### config.mk
export PLATFORM = sky130hd
export DESIGN_NAME = harvest_vote_filter
export DESIGN_NICKNAME = d
export VERILOG_FILES = /design/src/rtl/harvest_vote_filter.sv
export SDC_FILE = /design/constraint.sdc
export NUM_CORES = 1
export LEC_CHECK = 0
export CORE_MARGIN = 10
export CORE_UTILIZATION = 49
export CTS_BUF_LIST = sky130_fd_sc_hd__clkbuf_16
export DETAILED_ROUTE_END_ITERATION = 10
export GPL_TIMING_DRIVEN = 0
export PLACE_DENSITY = 0.87
export RECOVER_POWER = 50
export SLEW_MARGIN = 15
export SYNTH_ARGS = -nofsm -noshare
export SYNTH_HDL_FRONTEND = slang
export SYNTH_SLANG_ARGS = --single-unit
### constraint.sdc
create_clock -name clk -period 2.6 [get_ports clk]
set_input_delay 0.52 -clock clk [delete_from_list [all_inputs] [get_ports clk]]
set_output_delay 0.52 -clock clk [all_outputs]
set_load 0.005 [all_outputs]
### src/rtl/harvest_vote_filter.sv
// Majority-vote filter with hysteresis over the last WIN classifier results.
// Produces a debounced harvest decision, a rise pulse and a saturating rise counter.
module harvest_vote_filter #(
  parameter int WIN    = 8,
  parameter int ON_TH  = 6,
  parameter int OFF_TH = 2
) (
  input  logic       clk,
  input  logic       rst_n,
  input  logic       ena,
  input  logic       cls_valid,
  input  logic       cls_in,
  input  logic       clr,
  output logic       harvest,
  output logic       harvest_rise,
  output logic       stable,
  output logic [3:0] vote_cnt,
  output logic [7:0] event_cnt
);

  typedef enum logic [1:0] {
    FILL      = 2'd0,
    NOT_READY = 2'd1,
    READY     = 2'd2
  } state_t;

  localparam logic [3:0] WIN_C = 4'(WIN);
  localparam logic [3:0] ON_C  = 4'(ON_TH);
  localparam logic [3:0] OFF_C = 4'(OFF_TH);

  state_t         state_r;
  logic [WIN-1:0] window_r;
  logic [3:0]     fill_r;

  logic           accept_s;
  logic [3:0]     vote_nx_s;
  logic [3:0]     fill_nx_s;
  state_t         state_nx_s;

  // Next state for an accepted sample, given the post-update count and fill.
  function automatic state_t next_state(input state_t cur, input logic [3:0] vote,
                                        input logic full);
    state_t ns;
    ns = cur;
    case (cur)
      FILL: begin
        if (full) ns = (vote >= ON_C) ? READY : NOT_READY;
        else      ns = FILL;
      end
      NOT_READY: begin
        if (vote >= ON_C) ns = READY;
        else              ns = NOT_READY;
      end
      READY: begin
        if (vote <= OFF_C) ns = NOT_READY;
        else               ns = READY;
      end
      default: ns = FILL;
    endcase
    return ns;
  endfunction

  assign accept_s   = ena & cls_valid & ~clr;
  assign vote_nx_s  = vote_cnt + {3'b000, cls_in} - {3'b000, window_r[WIN-1]};
  assign fill_nx_s  = (fill_r == WIN_C) ? fill_r : fill_r + 4'd1;
  assign state_nx_s = next_state(state_r, vote_nx_s, fill_nx_s == WIN_C);

  // Window, counters, FSM and registered outputs; clr acts as a synchronous soft reset.
  always_ff @(posedge clk or negedge rst_n) begin
    if (!rst_n) begin
      state_r      <= FILL;
      window_r     <= '0;
      fill_r       <= 4'd0;
      vote_cnt     <= 4'd0;
      harvest      <= 1'b0;
      harvest_rise <= 1'b0;
      stable       <= 1'b0;
      event_cnt    <= 8'd0;
    end else if (clr) begin
      state_r      <= FILL;
      window_r     <= '0;
      fill_r       <= 4'd0;
      vote_cnt     <= 4'd0;
      harvest      <= 1'b0;
      harvest_rise <= 1'b0;
      stable       <= 1'b0;
      event_cnt    <= 8'd0;
    end else if (accept_s) begin
      state_r      <= state_nx_s;
      window_r     <= {window_r[WIN-2:0], cls_in};
      fill_r       <= fill_nx_s;
      vote_cnt     <= vote_nx_s;
      stable       <= (fill_nx_s == WIN_C);
      harvest      <= (state_nx_s == READY);
      harvest_rise <= (state_nx_s == READY) && (state_r != READY);
      if ((state_nx_s == READY) && (state_r != READY) && (event_cnt != 8'hFF)) begin
        event_cnt <= event_cnt + 8'd1;
      end else begin
        event_cnt <= event_cnt;
      end
    end else begin
      harvest_rise <= 1'b0;
    end
  end

endmodule

==> results of run 1 <==
worst max-delay path, cell delays in order (launching register included):
cell      delay [ns]
dfrtp_1         0.41
ha_4            0.28
inv_2           0.04
ha_4            0.15
fa_2            0.35
xor2_2          0.16
and2_4          0.18
o221ai_4        0.11
buf_6           0.16
or4_4           0.48
a21oi_2         0.15
logic make-up after synthesis:
family,Yosys count
mux,3
flops,29
compound gates,42
xor+xnor,6
fa+ha+maj,8
buf+inv,18
simple gates,73
cells in the final DEF (no fill, tap or decap), drive strengths merged, types with 2 or more instances in the layout:
cell type,netlist,routed
buf,2,11
nor2,17,17
xnor2,4,4
clkdlybuf4s50,0,13
nand2,29,29
xor2,2,2
and2,2,2
a211oi,3,3
nand2b,2,2
o21ai,5,5
clkinv,0,2
ha,7,7
o221ai,2,2
nor3,3,3
o31ai,4,4
a21o,2,2
or4,5,5
clkbuf,7,13
dlygate4sd3,0,5
a21oi,21,21
mux2,2,2
dfrtp,29,29
nand3,7,7
or3,4,4
inv,9,9
worst min-delay path by stage:
| stage | slack (ns) | from | end |
|---|---|---|---|
| 3_5_place_dp | 0.52 | window_r[4] | window_r[5] |
| 3_3_place_gp | 0.51 | window_r[6] | window_r[7] |
| 2_1_floorplan | 0.22 | rst_n | event_cnt[0] |
| 6_report | 0.52 | window_r[4] | window_r[5] |
| 4_1_cts | 0.29 | rst_n | vote_cnt[3] |
| 5_1_grt | 0.55 | window_r[4] | window_r[4] |
flip-flops by register name (all words and copies together) (netlist names):
name / count
stable: 1
fill_r: 4
state_r: 2
window_r: 8
harvest: 1
event_cnt: 8
vote_cnt: 4
harvest_rise: 1
layer usage:
| layer | vias to the layer above | GRT usage, % | share of wire (%) | wire [um] |
|---|---|---|---|---|
| met5 | - | 0 | 0 | 0 |
| met4 | 0 | 8.029 | 2.3 | 92 |
| met3 | 9 | 4.608 | 6.2 | 246 |
| met2 | 38 | 21.99 | 50 | 1981 |
| met1 | 687 | 14.92 | 41 | 1632 |
| li1 | 699 | - | - | - |
metrics by stage:
stage	util (%)	power, mW
6_report	70.08	1.152
5_1_grt	70.08	1.195
4_1_cts	67.62	1.152
3_5_place_dp	60.56	0.5770
3_3_place_gp	60.73	0.5754
2_1_floorplan	-	0.5359
layout make-up:
type                    count  area [sq um]  area share [%]
flip-flops and latches     29         725.7           33.37
clock buffers               5         125.1           5.754
plain buffers               9         41.29           1.899
multi-input cells         132         915.9           42.12
clock inverters             3         17.52          0.8055
well taps                  44         55.05           2.532
repair buffers             29         260.3           11.97
inverters                   9         33.78           1.554
power breakdown:
group / leakage, nW / switching (mW) / internal, mW
registers: 0.402 / 0.00824 / 0.460
clock network: 0.0696 / 0.210 / 0.350
logic: 0.431 / 0.0730 / 0.0511
total: 0.902 / 0.291 / 0.861
what timing repair did:
item,4_1_cts,5_1_grt
gates cloned,0,0
pin swaps,4,10
setup endpoints to repair,6,7
gates resized for setup,6,10
buffers inserted,6,3
==> reports/results.ini, run 1 <==
[sta]
finalWorstSetupSlack_ns=0.05230
tightest_slew_ns=1.573
setup_repair_after_global_routing_missed_its_margin=yes
timing.max_slew.rel_slack_pct=-4.864
holdWs_ns=0.5215
tns_ns=0
setup_viol=0
layout_worst_path_cycle_share_pct=97.99
finClkSkew_ns=0.003235
finalCriticalPeriod_ns=2.548
final-max-slew-violation-count=30
fmax_mhz=392.5
finalHoldViolations=0

[synthesis]
ys_seq_elements=29
synthDominantAreaCellType=dfrtp_1
synth_simple_gate_area_share_pct=21.49
compound_cell_area_share_of_the_yosys_netlist_pct=17.33
syn_avg_cell_area_sq_um=9.073
post_synth_mux_area_share_pct=2.003
yosys_warnings=0
synth_top_area_share_pct=44.68
synthCells=179
synthesis.nets=193
netlist_top_cells_count=dfrtp_1 (29), nand2_1 (28), a21oi_1 (21), nor2_1 (17), inv_1 (9)
synthesized_cell_area_sq_mm=0.001624
synth.most_common_cell=dfrtp_1
yosys.area_share.xor_xnor_pct=3.236
synth_ff_type=dfrtp_1
combinational_family_with_the_most_area_after_synthesis=simple AND/OR/NAND/NOR gates
synth-edff-count=0
async_reset_ff_share_pct=100.0
synth.top_cells.by_area=dfrtp_1 (45%), a21oi_1 (6.5%), nand2_1 (6.5%)
synth.lib_cells_used.distinct=38
seq_area_frac_synth_pct=44.68
synth_adder_area_share_pct=6.626

[setup_path]
timing.critical_path.to_type=flip-flop
rr_worst_depth=10
worst-endpoint-required_ns=2.81
critPathKind=reg2reg
setup.worst_path.start=window_r[7]
timing.critical_path.from_type=flip-flop
reg2reg_from=window_r[7]
setup_slack_on_the_worst_flop_to_flop_path_ns=0.05
crit_arrival_ns=2.76
worst_setup_path_endpoint=event_cnt[5]
crit_fanout=8
crit-reg2reg-capture=event_cnt[5]

[layout]
stdcell_area_sq_mm=0.002175
final-instance-count-excl-fill=260
fillerInstances=259
layout-drive-gt1-share_pct=17.59
area_delta_synth_final_pct=33.90
finish.net_count=229
antennaDiodeCount=0

[placed_design]
gp_congestion=0.8340
numPlacedInstances=243
placed_area_sq_mm=0.001879
port-buffer-count=20
detailed_place_hpwl_um=2526
detailedPlace.worstSlack_ns=-0.4402

[hold_path]
worstHoldPathType=reg2reg
timing.hold.worst_path_depth=2

[clock_network]
cts.sink_count=29
clock_tree.htree_level_count=2
cts_buffer_depth=2
clock_insertion_delay_worst_skew_ns=0.28
clock_tree_from_tritoncts=yes
clock-root-buffer=clkbuf_16
ctsHoldBuffers=0
cts.clk_slew.worst_paths_ns=0.05
numCtsBuffers=5

[pwr]
vdd_drop_max_uv=512.2
power.static_leakage_nw=0.9019
power_dens_cells_mw_per_mm2=529.7

[flow_run]
cap_violations=1

[drt]
detail_route.vias_per_cell=5.512
totalWireLength_um=3953
wire_per_inst_um=15.20
remaining_drc_errors=0
final_antenna_net_count=0
vias_after_detailed_routing=1433
iteration_0_drc_count_of_the_detailed_router=155
drtPass1Iterations=4

[global_route]
grt_usage_pct=13.48
pin_count_of_the_biggest_net_entering_global_routing=30
via_count_of_the_first_global_routing_pass=1376
first_pass_grt_wire_length_um=6575
grt_antenna_before_repair=0
global_route.overflow_total=0

[outcome]
violations=max-capacitance violations, max-slew violations
outcome=complete, but fails checks

[floorplanning]
initial_utilization_pct=52.34
pin_count=21
dieArea_sq_mm=0.006017
core_area_sq_mm=0.003103
die_w_um=77.57
die_extent_in_y_um=77.57
rows=20

Power figures use the tool's default switching activity.
==> run 2, diff against run 1 <==
--- a/config.mk
+++ b/config.mk
@@ -5,12 +5,14 @@
 export SDC_FILE = /design/constraint.sdc
 export NUM_CORES = 1
 export LEC_CHECK = 0
+export CELL_PAD_IN_SITES_DETAIL_PLACEMENT = 1
+export CELL_PAD_IN_SITES_GLOBAL_PLACEMENT = 1
 export CORE_MARGIN = 10
-export CORE_UTILIZATION = 49
+export CORE_UTILIZATION = 37
 export CTS_BUF_LIST = sky130_fd_sc_hd__clkbuf_16
 export DETAILED_ROUTE_END_ITERATION = 10
 export GPL_TIMING_DRIVEN = 0
-export PLACE_DENSITY = 0.87
+export PLACE_DENSITY = 0.86
 export RECOVER_POWER = 50
 export SLEW_MARGIN = 15
 export SYNTH_ARGS = -nofsm -noshare
==> run 2 against run 1 <==
Sequential share of layout area fell by 0.096 points. Count of clock-buffer cells in the layout did not move. Critical endpoint unchanged. Via count rose by 3.8%. Worst setup slack got worse by 0.075 ns. The run ends with max-capacitance violations, max-slew violations, negative setup slack left.
==> reports/results.ini, run 2 (synthesis results as in run 1) <==
[outcome]
violations=max-capacitance violations, max-slew violations, negative setup slack
outcome=complete, but fails checks

[drt]
final_antenna_net_count=0
routed-wl-met2_um=2575
vias_after_detailed_routing=1487
wire_per_inst_um=18.83
route.layer.met1.wl_um=2033
route.met3.wl_um=169
drtPass1Iterations=4
detail_route.vias_per_cell=5.590
highest_layer=met4
remaining_drc_errors=0
totalWireLength_um=5009
iteration_0_drc_count_of_the_detailed_router=81

[layout]
largestRegisters=event_cnt (8), window_r (8)
fillerInstances=499
area_delta_synth_final_pct=34.28
layout.cells.most_common_list=dfrtp_1 (29), nand2_1 (28), a21oi_1 (18), nor2_1 (16), clkdlybuf4s50_1 (14)
seq_area_sq_um=725.7
multi_input_area_sq_um=927.1
finish.net_count=229
final_common_cell=dfrtp_1
antennaDiodeCount=0
layout-drive-gt1-share_pct=18.22

[setup_path]
crit_fanout=5
crit_arrival_ns=2.82
setup.worst_path.start=window_r[7]
timing.critical_path.to_type=flip-flop
crit_path_frequent_cell=ha_4
critical_path_s_largest_stage_delay_ns=0.56
timing.critical_path.from_type=flip-flop
reg2reg_from=window_r[7]
path_cells=ha_4 > inv_2 > ha_4 > fa_2 > and2_4 > o221ai_4 > buf_6 > or4_4 > a21oi_2
critPathKind=reg2reg
worst-endpoint-required_ns=2.80
cpMaxStageDelayCell=fa_2

[sta]
layout_worst_path_cycle_share_pct=100.9
setup_viol=3
finClkSkew_ns=0.003160
tns_ns=-0.03985
tightest_slew_ns=1.625
finalCriticalPeriod_ns=2.622
finalHoldViolations=0
final-max-slew-violation-count=30
finalWorstSetupSlack_ns=-0.02223
timing.max_slew.rel_slack_pct=-8.332
setup_repair_after_global_routing_missed_its_margin=yes
fmax_mhz=381.4

[pwr]
power.switching_uw=278.9
vdd_drop_max_uv=246.4
power_dens_cells_mw_per_mm2=520.1
finalPower_mw=1.134
internal_power_uw=855.3
proportion_of_power_drawn_by_flip_flops_and_latches_pct=41.4
power.static_leakage_nw=0.8960
power.combinational.fraction_pct=12.0
power_switching_share_pct=24.59
clock_power_share_pct=46.6

[global_route]
via_count_of_the_first_global_routing_pass=1608
grt_antenna_before_repair=0
global_route.overflow_total=0
first_pass_grt_wire_length_um=8121
grt_usage_pct=13.69
pin_count_of_the_biggest_net_entering_global_routing=30

[flow_run]
cap_violations=1

[floorplanning]
pin_count=21
dieArea_sq_mm=0.007439
core_area_sq_mm=0.004294
die_extent_in_y_um=86.25
rows=24
initial_utilization_pct=37.82
die_w_um=86.25

[clock_network]
cts.clk_slew.worst_paths_ns=0.05
clock_tree_from_tritoncts=yes
clock_insertion_delay_worst_skew_ns=0.27
clock-root-buffer=clkbuf_16
cts.sink_count=29
numCtsBuffers=5
cts_buffer_depth=2
clock_tree.htree_level_count=2

[placed_design]
detailed_place_hpwl_um=3194
port-buffer-count=20
gp_congestion=0.7932

[hold_path]
holdCritStartpoint=window_r[4]
worstHoldPathType=reg2reg

[run 2: cell count changes in the layout (fill, tap and decap cells not counted), sizes merged]
cell and delta:
clkdlybuf4s50 +1, dlygate4sd3 -1, clkinv -1, clkinvlp -1
[run 2: area by class of cell]
type                       instances  share of cell area [%]
buffer                             9                   1.893
tap                               52                   2.983
timing repair buffer              29                   11.82
sequential                        29                   33.28
multi-input combinational        132                   42.51
inverter                           9                   1.549
clock buffer                       5                   5.737
clock inverter                     1                  0.2295
[run 2: final timing paths]
path | endpoint | slack [ns] | cells past startpoint
setup / recovery | event_cnt[5] | -0.02 | 9
hold / removal | window_r[4] | 0.52 | 2
setup reg to reg | event_cnt[5] | -0.02 | 9
hold reg to reg | window_r[4] | 0.52 | 2
max in group asynchronous | state_r[1] | 1.00 | 1
min in group asynchronous | event_cnt[1] | 0.65 | 1
[run 2: critical path: cells and delay by family, from the launching register on]
family,cells,cell delay (ns)
flip-flops,1,0.40
adder cells (fa/ha/maj),3,0.99
buffers and inverters,2,0.21
AO/OA/AOI/OAI,2,0.28
AND/OR/NAND/NOR,2,0.66
[run 2: metrics by stage]
step | std cells | utilization [%] | hold WS [ns] | worst slack (ns) | instance area, sq um
global route | 266 | 50.79 | 0.5351 | -0.07717 | 2181
finish | 266 | 50.79 | 0.5220 | -0.02223 | 2181
CTS | 262 | 49.07 | 0.3078 | 0.003082 | 2107
detailed placement | 251 | 44.00 | 0.5166 | -0.5046 | 1889
floorplan | 179 | - | 0.2244 | 0.02966 | 1629
global placement | 251 | 44.11 | 0.5077 | -0.4556 | 1894
[run 2: what timing repair did]
| item | CTS | global route |
|---|---|---|
| cloned | 1 | 0 |
| setup endpoints to repair | 7 | 8 |
| hold buffers | 0 | 0 |
| resized for setup | 10 | 10 |
| pin swaps | 6 | 10 |
| setup buffers | 4 | 4 |
[run 2: power groups by stage]
| stage | Sequential, mW | Combinational, mW | Clock (mW) |
|---|---|---|---|
| final | 0.469 | 0.136 | 0.529 |
| after global routing | 0.470 | 0.151 | 0.563 |
| after CTS | 0.469 | 0.121 | 0.537 |
| after detailed placement | 0.476 | 0.107 | 0 |
| after global placement | 0.476 | 0.103 | 0 |
| after floorplan | 0.475 | 0.0612 | 0 |
[run 2: per-layer routing]
layer  up-vias  track usage, %
li1        690               -
met1       744           15.19
met2        35           23.53
met3        18           3.565
met4         0           7.069
met5         -               0
==> run 3, diff against run 2 <==
--- a/config.mk
+++ b/config.mk
@@ -7,7 +7,6 @@
 export LEC_CHECK = 0
 export CELL_PAD_IN_SITES_DETAIL_PLACEMENT = 1
 export CELL_PAD_IN_SITES_GLOBAL_PLACEMENT = 1
-export CORE_MARGIN = 10
 export CORE_UTILIZATION = 37
 export CTS_BUF_LIST = sky130_fd_sc_hd__clkbuf_16
 export DETAILED_ROUTE_END_ITERATION = 10
==> run 3 against run 2 <==
The flow finishes with violations (max-capacitance violations, max-slew violations). Total power grew 0.13%. Global-route usage up 8.6 points. Wire length shrank 13%. Clock skew is essentially flat. Cell count grew 0.75%. Worst hold slack is essentially flat. Critical path depth unchanged. Non-clock buffer count is 2 higher. Sequential share of layout area up 0.076 points. Combinational power down 8%. Sequential power about the same. Die area down 37%. Critical path type unchanged. Largest cell class unchanged.
==> reports/results.ini, run 3 (synthesis results as in run 1) <==
[sta]
fmax_mhz=386.3
finClkSkew_ns=0.003424
layout_worst_path_cycle_share_pct=99.57
tns_ns=0
timing.max_slew.rel_slack_pct=-5.683
finalHoldViolations=0
finalWorstSetupSlack_ns=0.01115
setup_viol=0
setup_repair_after_global_routing_missed_its_margin=yes
finalCriticalPeriod_ns=2.589
final-max-slew-violation-count=30
tightest_slew_ns=1.585
holdWs_ns=0.5224

[layout]
stdcell_area_sq_mm=0.002180
layout-drive-gt1-share_pct=18.35
largestRegisters=event_cnt (8), window_r (8)
utilization_pct=52.96
finish.net_count=231
layout.cells.most_common_list=nand2_1 (28), dfrtp_1 (28), a21oi_1 (18), nor2_1 (17), clkdlybuf4s50_1 (14)
antennaDiodeCount=0
area_delta_synth_final_pct=34.21

[placed_design]
detailed_place_hpwl_um=2823
gp_congestion=0.7745
detailedPlace.worstSlack_ns=-0.4621
placed_area_sq_mm=0.001887
port-buffer-count=20

[global_route]
via_count_of_the_first_global_routing_pass=1500
first_pass_grt_wire_length_um=7314
global_route.overflow_total=0
grt_antenna_before_repair=0
grt_usage_pct=22.34
pin_count_of_the_biggest_net_entering_global_routing=30

[drt]
remaining_drc_errors=0
detail_route.vias_per_cell=5.317
final_antenna_net_count=0
iteration_0_drc_count_of_the_detailed_router=98
wire_per_inst_um=16.25
drtPass1Iterations=4
vias_after_detailed_routing=1425
totalWireLength_um=4355

[outcome]
outcome=complete, but fails checks
violations=max-capacitance violations, max-slew violations

[pwr]
power.switching_uw=278.1
power_switching_share_pct=24.48
clock_power_share_pct=47.6
internal_power_uw=857.7
power_dens_cells_mw_per_mm2=521.1
power.static_leakage_nw=0.9139
proportion_of_power_drawn_by_flip_flops_and_latches_pct=41.4
vdd_drop_max_uv=412.9
power.combinational.fraction_pct=11.0

[setup_path]
crit_fanout=5
timing.critical_path.to_type=flip-flop
crit_arrival_ns=2.79
critPathKind=reg2reg
timing.critical_path.from_type=flip-flop
worst-endpoint-required_ns=2.80
rr_worst_depth=9

[floorplanning]
die_extent_in_y_um=68.25
die_w_um=68.25
initial_utilization_pct=39.46
dieArea_sq_mm=0.004658
rows=23
core_area_sq_mm=0.004115
pin_count=21

[clock_network]
cts.clk_slew.worst_paths_ns=0.05
clock-root-buffer=clkbuf_16
clock_tree_from_tritoncts=yes
cts_buffer_depth=2
ctsHoldBuffers=0
cts.sink_count=29
numCtsBuffers=5
clock_insertion_delay_worst_skew_ns=0.28
clock_tree.htree_level_count=2

[flow_run]
cap_violations=1

[hold_path]
worstHoldPathType=reg2reg
timing.hold.worst_path_depth=2

## run 3: cell count changes in the layout (fill, tap and decap cells not counted), sizes merged
cell	change
buf	+2
clkinv	+1
inv	+1
## run 3: critical path, stage by stage, from the launching register on
cell	delay (ns)
dfrtp_1	0.38
ha_1	0.28
inv_1	0.04
ha_2	0.19
fa_2	0.54
and2_4	0.17
o221ai_4	0.12
buf_6	0.16
or4_4	0.48
a21oi_2	0.15
## run 3: per-stage QoR
step / power, mW / std cells
floorplan: 0.5359 / 179
global placement: 0.5783 / 249
detailed placement: 0.5819 / 249
CTS: 1.141 / 264
global route: 1.186 / 268
finish: 1.136 / 268
## run 3: worst paths after layout
path	from	endpoint	slack, ns
max	window_r[7]	event_cnt[3]	0.01
min	window_r[3]	window_r[4]	0.52
max reg2reg	window_r[7]	event_cnt[3]	0.01
min reg2reg	window_r[3]	window_r[4]	0.52
max in group asynchronous	rst_n	fill_r[0]	0.93
min in group asynchronous	rst_n	vote_cnt[3]	0.64
## run 3: power groups by stage
| stage | Combinational (mW) | Sequential [mW] | Clock, mW |
|---|---|---|---|
| detailed placement | 0.106 | 0.476 | 0 |
| global placement | 0.102 | 0.476 | 0 |
| global route | 0.140 | 0.471 | 0.576 |
| floorplan | 0.0612 | 0.475 | 0 |
| finish | 0.125 | 0.470 | 0.541 |
| CTS | 0.117 | 0.469 | 0.556 |
## run 3: metal layers
metal	routed length, um	GRT usage (%)	vias to the layer above	share of wire [%]
met2	2204	37.01	16	51
met1	1960	27.06	696	45
li1	-	-	709	-
met4	73	8.594	0	1.7
met3	118	6.500	4	2.7
met5	0	0	-	0
## run 3: cell type report
class	instances	area (sq um)
buffer	9	41.29
clock buffer	5	125.1
clock inverter	3	13.76
fill	471	1936
inverter	9	33.78
multi-input combinational	132	903.4
sequential	29	726.9
tap	50	62.56
timing repair buffer	31	272.8
## run 3: timing repair
| action | 4_1_cts | 5_1_grt |
|---|---|---|
| buffers inserted | 6 | 4 |
| pin swaps | 9 | 6 |
| cloned | 1 | 0 |
| setup endpoints to repair | 7 | 7 |
| endpoints found under the hold margin | 0 | 0 |
| resized for setup | 7 | 9 |
